File: src/rtl/capture_sequencer.sv
// capture_sequencer: arms the FIFO datapath, waits out pre-trigger fill, accepts a trigger,
// applies the trigger delay and runs the capture until the datapath reports completion.
module capture_sequencer #(
    parameter int CNT_W = 32
) (
    input  logic             adc_sampleclk,
    input  logic             reset_i,
    input  logic             arm_i,
    input  logic             abort_i,
    input  logic             trig_i,
    input  logic [CNT_W-1:0] trig_delay_i,
    input  logic [CNT_W-1:0] presample_i,
    input  logic [CNT_W-1:0] timeout_i,
    input  logic             capture_stop_i,
    output logic             arm_o,
    output logic             capture_go_o,
    output logic             capture_armed_o,
    output logic             trig_status_o,
    output logic             done_o,
    output logic             timeout_o,
    output logic [2:0]       state_o
);
    typedef enum logic [2:0] {
        IDLE    = 3'd0,
        ARMING  = 3'd1,
        ARMED   = 3'd2,
        DELAY   = 3'd3,
        CAPTURE = 3'd4,
        DONE    = 3'd5
    } state_t;

    state_t           state, state_n;
    logic [CNT_W-1:0] cnt, cnt_n;
    logic             arm_q, trig_q;
    logic             arm_edge, trig_acc;
    logic             trig_status_n, timeout_n;

    assign arm_edge = arm_i & ~arm_q;
    assign trig_acc = capture_armed_o & trig_i & ~trig_q;
    assign state_o  = state;

    always_comb begin
        state_n       = state;
        trig_status_n = trig_status_o;
        timeout_n     = timeout_o;
        case (state)
            IDLE: if (arm_edge) begin
                state_n       = ARMING;
                trig_status_n = 1'b0;
                timeout_n     = 1'b0;
            end
            ARMING: if (cnt == CNT_W'(3)) state_n = ARMED;
            ARMED: if (trig_acc) begin
                state_n       = (trig_delay_i == '0) ? CAPTURE : DELAY;
                trig_status_n = 1'b1;
            end else if (timeout_i != '0 && cnt == timeout_i - CNT_W'(1)) begin
                state_n   = DONE;
                timeout_n = 1'b1;
            end
            DELAY:   if (cnt == trig_delay_i - CNT_W'(1)) state_n = CAPTURE;
            CAPTURE: if (capture_stop_i) state_n = DONE;
            DONE:    if (!arm_i) state_n = IDLE;
            default: state_n = IDLE;
        endcase
        // abort wins over every other event, including a trigger or stop in the same cycle
        if (abort_i && state != IDLE) begin
            state_n       = IDLE;
            trig_status_n = 1'b0;
            timeout_n     = 1'b0;
        end
        cnt_n = (state_n != state) ? '0 : (&cnt ? cnt : cnt + CNT_W'(1));
    end

    // outputs are registered from next-state values so they line up with state_o
    always_ff @(posedge adc_sampleclk or posedge reset_i) begin
        if (reset_i) begin
            state           <= IDLE;
            cnt             <= '0;
            arm_q           <= 1'b1;
            trig_q          <= 1'b1;
            arm_o           <= 1'b0;
            capture_go_o    <= 1'b0;
            capture_armed_o <= 1'b0;
            trig_status_o   <= 1'b0;
            done_o          <= 1'b0;
            timeout_o       <= 1'b0;
        end else begin
            state           <= state_n;
            cnt             <= cnt_n;
            arm_q           <= arm_i;
            trig_q          <= trig_i;
            arm_o           <= state_n inside {ARMING, ARMED, DELAY, CAPTURE};
            capture_go_o    <= state_n == CAPTURE;
            capture_armed_o <= state_n == ARMED && cnt_n >= presample_i;
            trig_status_o   <= trig_status_n;
            done_o          <= state_n == DONE;
            timeout_o       <= timeout_n;
        end
    end
endmodule

File: config.mk
export PLATFORM = sky130hd
export DESIGN_NAME = capture_sequencer
export DESIGN_NICKNAME = d
export VERILOG_FILES = /design/src/rtl/capture_sequencer.sv
export SDC_FILE = /design/constraint.sdc
export NUM_CORES = 1
export LEC_CHECK = 0
export CAP_MARGIN = 0
export CORE_UTILIZATION = 45
export CTS_CLUSTER_SIZE = 16
export DETAILED_ROUTE_END_ITERATION = 7
export PLACE_DENSITY = 0.71
export SLEW_MARGIN = 20
export SYNTH_ARGS = -nofsm -noshare
export SYNTH_HDL_FRONTEND = slang
export SYNTH_SLANG_ARGS = --single-unit
File: constraint.sdc
create_clock -name adc_sampleclk -period 9.7 [get_ports adc_sampleclk]
set_clock_uncertainty 0.15 [all_clocks]
set_input_delay 0.97 -clock adc_sampleclk [delete_from_list [all_inputs] [get_ports adc_sampleclk]]
set_output_delay 0.97 -clock adc_sampleclk [all_outputs]
set_load 0.01 [all_outputs]
**Word level (Yosys, flattened, before mapping)**

Index checks and enable logic that the tools add are counted.

- Flip-flop bits (word level): 43
- Bits in latches: 0
- Bits in writable memories: 0
- ROM bits: 0
- Output and inout bits: 9
- Word-level logic and storage cells: 69
- Memories: 0

- Add/subtract/negate cells: 3
- $mul: 0
- Divide/modulo/power cells: 0
- Order comparisons: 1
- Equal/unequal tests: 18
- Shifts and indexed selects: 0
- Muxes and demuxes: 20
- Bitwise logic cells: 5
- Reductions and logical operators: 12

Operators by type and width:

| kind | number |
|---|---|
| == test 32 bit | 2 |
| 2-to-1 mux 32 bit | 2 |
| subtractor 32 x 1 -> 32 bit, second input constant | 2 |
| adder 32 x 1 -> 32 bit, second input constant | 1 |
| == test 32 x 2 -> 1 bit, second input constant | 1 |
| greater-or-equal comparator 32 bit | 1 |
| zero test 32 bit | 1 |
| AND reduction 32 bit | 1 |
| nonzero test 32 bit | 1 |
| 2-to-1 mux 3 bit | 9 |
| case mux 3 bit (6 select lines) | 1 |
| == test 3 x 2 -> 1 bit, second input constant | 4 |
| == test 3 bit, second input constant | 4 |
| != test 3 bit, second input constant | 4 |
| == test 3 x 1 -> 1 bit, second input constant | 2 |
| 2-to-1 mux 1 bit | 6 |
| nonzero test 3 bit | 2 |
| case mux 1 bit (2 select lines) | 2 |
| AND reduction 4 bit | 1 |
| nonzero test 4 bit | 1 |
| bitwise AND 1 bit | 3 |
| logical AND 1 bit | 3 |
| zero test 3 bit | 1 |
| != test 3 bit | 1 |
| other kinds (2) | 3 |

**Logic depth before layout (Yosys ltp)**

- Depth in word-level cells: 11
- Mapped depth: 24
- Mapped depth without buffers: 23

**Least setup slack after synthesis**

No wires, ideal clock.

- Path kind: input -> register
- Start: in trig_delay_i[0]
- End: reg capture_armed_o
- Library setup time: 0.125 ns
- Arrival time: 5.402 ns
- Path slack: 4.024 ns
- Stages: 24
- Buffers on the path: 1
- Cells stage by stage: inv_1 > ha_1 > nor4b_1 > nand4_1 > or4_1 > a22o_1 > nor4_2 > nand4_1 > nor4_4 > nand3_1 > a31oi_4 > buf_6 > nor3_1 > ha_1 > a21o_1 > a21o_1 > a21o_1 > a21oi_1 > nor2b_1 > o21ai_0 > nand2b_1 > a221oi_1 > o31a_1 > a211oi_1

- Longest elaborated chain between the ends: 9
- Elaborated cells between the ends (all ways): 13
- Those cells by class: add/sub (1); order compare (1); eq/ne (3); mux (6); reduce/logical (2)

RTL lines:

| what | line | source |
|---|---|---|
| start, declared | 11 | `input logic [CNT_W-1:0] trig_delay_i,` |
| subtractor 32 x 1 -> 32 bit / zero test 32 bit (equally long branches) | 60, 54 |  |
| == test 32 bit / 2-to-1 mux 3 bit (equally long branches) | 60, 54 |  |
| 2-to-1 mux 3 bit, on equally long branches | 60, 53 |  |
| case mux 3 bit (6 select lines) (*) | 46 | `case (state)` |
| 2-to-1 mux 3 bit (*) | 66 | `if (abort_i && state != IDLE) begin` |
| != test 3 bit (*) | 71 | `cnt_n = (state_n != state) ? '0 : (&cnt ? cnt : cnt + CNT_W'(1));` |
| 2-to-1 mux 32 bit (*) | 71 |  |
| net cnt_n[25] | 33 | `logic [CNT_W-1:0] cnt, cnt_n;` |
| greater-or-equal comparator 32 bit (*) | 94 | `capture_armed_o <= state_n == ARMED && cnt_n >= presample_i;` |
| logical AND 1 bit (*) | 94 |  |
| end signal, assigned | 94 |  |
| end, declared | 17 | `output logic capture_armed_o,` |

Mark *: on every way through the listed nets, which the timed path passes. The rest lies on a longest branch.
A chain may end at the register's enable or synchronous reset.

**Worst setup path after layout**

- Start: in trig_delay_i[0]
- End: reg capture_armed_o

- Longest elaborated chain between the ends: 9
- Elaborated cells between the ends (all ways): 13
- Those cells by class: add/sub (1); order compare (1); eq/ne (3); mux (6); reduce/logical (2)

RTL lines:

| what | line |
|---|---|
| subtractor 32 x 1 -> 32 bit / zero test 32 bit (equally long branches) | 60, 54 |
| == test 32 bit / 2-to-1 mux 3 bit (equally long branches) | 60, 54 |
| 2-to-1 mux 3 bit, on equally long branches | 60, 53 |
| case mux 3 bit (6 select lines) (*) | 46 |
| 2-to-1 mux 3 bit (*) | 66 |
| != test 3 bit | 71 |
| 2-to-1 mux 32 bit | 71 |
| greater-or-equal comparator 32 bit | 94 |
| logical AND 1 bit (*) | 94 |

Every way passes the cells marked *; elsewhere a longest branch is shown, timed or not.

==> flow_summary.toml <==
[grt]
first_global_vias = 5615
grt_max_degree = 44
track_usage_pct = 27.7
overflow = 0
grt_pass1_wl_mm = 28.2
antenna_found_initial = 0

[clocking]
postCtsSetupBuffers = 0
cts_resized = 0
cts_made_buffers = 5
cts_tree = "built"
cts_root_buf = "clkbuf_16"
ctsHtreeMaxLevel = 2
cts_hold_buf = 0
clock_latency_ns = 0.29
clock-sinks = 43
clockBufferDepth = 2
path_clk_slew_ns = 0.06

[critical_path]
path_depth = 24
critPathMaxFanout = 33
crit_path_start_kind = "input pin"
r2r_setup_slack_ns = 3.86
worstSetupPathType = "in -> reg"
required_ns = 9.71
cp-end-kind = "register"
cpLargestDelayFamily = "simple AND/OR/NAND/NOR gates"
slowest_delay_ns = 0.74
reg2regPathDepth = 21
critPathSlowestCell = "a31oi_4"
path_cells = "clkdlybuf4s50_1 > inv_1 > ha_1 > nor4b_1 > nand4_1 > or4_1 > a22o_1 > nor4_2 > nand4_1 > nor4_4 > nand3_1 > a31oi_4 > or3_1 > ha_1 > nand2b_1 > a21o_1 > a21o_1 > a21oi_1 > nor2b_1 > o21ai_0 > a21oi_1 > a2111oi_0 > o31a_1 > a211oi_1"
critPathBufInv = 2
worst_ep_arrival_time_ns = 7.19

[timing]
timing.fmax_mhz = 139
final-setup-viol-count = 0
rsz0062_at_grt = "no"
fin_crit_sh_pct = 74.0
relSlewSlack_pct = 37.1
fin_tns_setup_ns = 0
worst_pin_slew_ns = 0.935
timing_hold_violations_final = 0
slew_violations = 0
min_period_ns = 7.18

[synthesis]
syn_area_mm2 = 0.00566
synth_fa_ha_area_share_pct = 7.73
ys_async_sr_fraction_pct = 100
syn-num-nets = 868
synth.mux.area_fraction_pct = 1.63
yosysWarnings = 0
synthSimpleGateAreaFrac_pct = 34.3
synth_cells = 731
synth_top_flop_cell = "dfrtp_1"
synth_xor_area_share_pct = 16.4
ys_seq_area_share_pct = 19.0
synth.distinct_cells = 67
synth_top_family_by_area = "simple AND/OR/NAND/NOR gates"
synth-compound-area-share_pct = 13.7
synth_edf_count = 0
syn_area_per_cell_um2 = 7.75
synth-seq-cells = 43

[floorplanning]
initial_core_util_pct = 46.6
die_area_mm2 = 0.0130
die_h_um = 114
die_width_um = 114
io_pins = 111
core_mm2 = 0.0122
rows = 40

[final_layout]
syn2layout_area_growth_pct = 23.2
postLayoutCellArea_mm2 = 0.00698
antennaDiodeCount = 0
nNetsFinal = 945
drive_gt1_share_pct = 4.82

[routing]
drcViolationCount = 0
wl_per_cell_um = 18.2
vias_per_cell = 6.02
wirelength_mm = 17.8
drt_iter0_drc = 427
firstDrtPassIters = 5
postRouteAntennaNets = 0
vias = 5879

[placement]
numPortBuffers = 110
gp_congestion = 0.953
placed_cell_area_mm2 = 0.00678
dpl.hpwl_mm = 14.4

[flow_run]
max_cap_violations = 0

[pwr]
internal_power_uw = 455
combPwrFrac_pct = 37.8
p_switching_uw = 226
clkPwrFrac_pct = 31.8
p_sw_share_pct = 33.2
seqPwrFrac_pct = 30.4
power_density_mw_per_mm2 = 97.7
p_leak_uw = 0.00277
peakVddDrop_v = 0.0000917

[worst_hold_path]
hold_path_depth = 2
hp-class = "reg -> reg"

[outcome]
status = "completed"
==> cells in the mapped netlist, drive strengths merged, types with 3 or more instances <==
library cell | n | area (um2)
nand4 | 27 | 169
xor2 | 34 | 298
o41ai | 3 | 26.3
nor4 | 43 | 333
inv | 53 | 199
dfrtp | 41 | 1030
or4b | 5 | 50.1
mux2i | 7 | 70.1
nand3b | 6 | 45.0
a211oi | 6 | 45.0
clkbuf | 28 | 105
and3 | 8 | 50.1
o211ai | 4 | 35.0
a21o | 13 | 97.6
or4 | 13 | 105
or3 | 13 | 81.3
o21ai | 25 | 129
and2 | 8 | 50.1
xnor2 | 72 | 631
ha | 35 | 438
nor3 | 59 | 307
o31ai | 4 | 30.0
a211o | 3 | 26.3
nand4b | 3 | 26.3
nor3b | 6 | 45.0
o311ai | 3 | 26.3
a31oi | 7 | 58.8
nand2 | 42 | 158
buf | 14 | 103
or2 | 5 | 31.3
nand2b | 12 | 75.1
a2bb2oi | 4 | 35.0
nor2 | 41 | 154
nor2b | 8 | 50.1
nand3 | 23 | 115
nor4b | 6 | 52.6
o31a | 3 | 26.3
a21oi | 18 | 90.1
==> layout by cell type, fill, tap and decap left out, drive strengths merged, types with 34 or more instances in the layout <==
cell / Yosys / final
nand2: 42 / 42
ha: 35 / 35
nor4: 43 / 43
nor2: 41 / 41
inv: 53 / 53
xor2: 34 / 34
xnor2: 72 / 72
dfrtp: 41 / 41
nor3: 59 / 59
clkdlybuf4s50: 0 / 110
==> worst register-to-register path, stage by stage, from the launching register on <==
cell and delay [ns]:
dfrtp_1 0.62, xnor2_1 0.21, or4b_2 0.64, a21oi_1 0.16, a211oi_1 0.10, nor4_1 0.30
nand4_1 0.23, nor4_4 0.32, o21ai_2 0.15, a31oi_4 0.74, or3_1 0.24, ha_1 0.21
nand2b_1 0.14, a21o_1 0.17, a21o_1 0.16, a21oi_1 0.14, nor2b_1 0.06, o21ai_0 0.14
a21oi_1 0.10, a2111oi_0 0.48, o31a_1 0.21, a211oi_1 0.04
==> state kept, by name (all words and copies together), names as in the netlist <==
| register | count |
|---|---|
| timeout_o | 1 |
| capture_go_o | 1 |
| done_o | 1 |
| trig_status_o | 1 |
| arm_o | 1 |
| arm_q | 1 |
| state_o | 3 |
| trig_q | 1 |
| cnt | 32 |
| capture_armed_o | 1 |
==> worst paths after layout <==
| path | startpoint | end |
|---|---|---|
| worst min-delay path | timeout_o | timeout_o |
| max in group asynchronous | reset_i | cnt[9] |
| worst max-delay path | trig_delay_i[0] | capture_armed_o |
| min in group asynchronous | reset_i | timeout_o |
| worst min register to register | timeout_o | timeout_o |
| worst max register to register | cnt[13] | capture_armed_o |
==> cell type report <==
| type | count | area (um2) |
|---|---|---|
| Timing Repair Buffer | 112 | 1120 |
| Multi-Input combinational cell | 593 | 4180 |
| Clock inverter | 2 | 60.1 |
| Tap cell | 168 | 210 |
| Fill cell | 1137 | 5180 |
| Sequential cell | 43 | 1080 |
| Clock buffer | 6 | 129 |
| Inverter | 53 | 199 |
==> power by group through the flow <==
stage | Combinational [uW] | Sequential [uW] | Clock, uW
3_3_place_gp | 250 | 210 | 0
3_5_place_dp | 254 | 210 | 0
4_1_cts | 256 | 207 | 219
6_report | 258 | 207 | 216
2_1_floorplan | 178 | 202 | 0
5_1_grt | 282 | 210 | 227
==> cells by family after synthesis <==
logic type	Yosys count
adder cells (fa/ha/maj)	35
AO/OA/AOI/OAI	110
buffers and inverters	95
flip-flops	43
AND/OR/NAND/NOR	333
multiplexers	9
XOR/XNOR	106
==> stage by stage <==
step                total power [uW]  hold slack (ns)  setup slack (ns)  cells  utilization (%)
finish                           681            0.399              2.52    977             57.4
global route                     719            0.455              2.01    977             57.4
CTS                              681            0.399              2.49    977             57.3
detailed placement               464            0.385              2.23    969             55.8
global placement                 460            0.377              2.26    969             55.8
floorplan                        380            0.398              4.02    731                -
==> layer usage <==
layer / share of wire (%) / track usage, %
met1: 42 / 35.5
met2: 47 / 46.9
met3: 7.1 / 3.60
met4: 3.4 / 11.0
met5: 0 / 0
No activity file was read; power rests on OpenSTA's default activity.
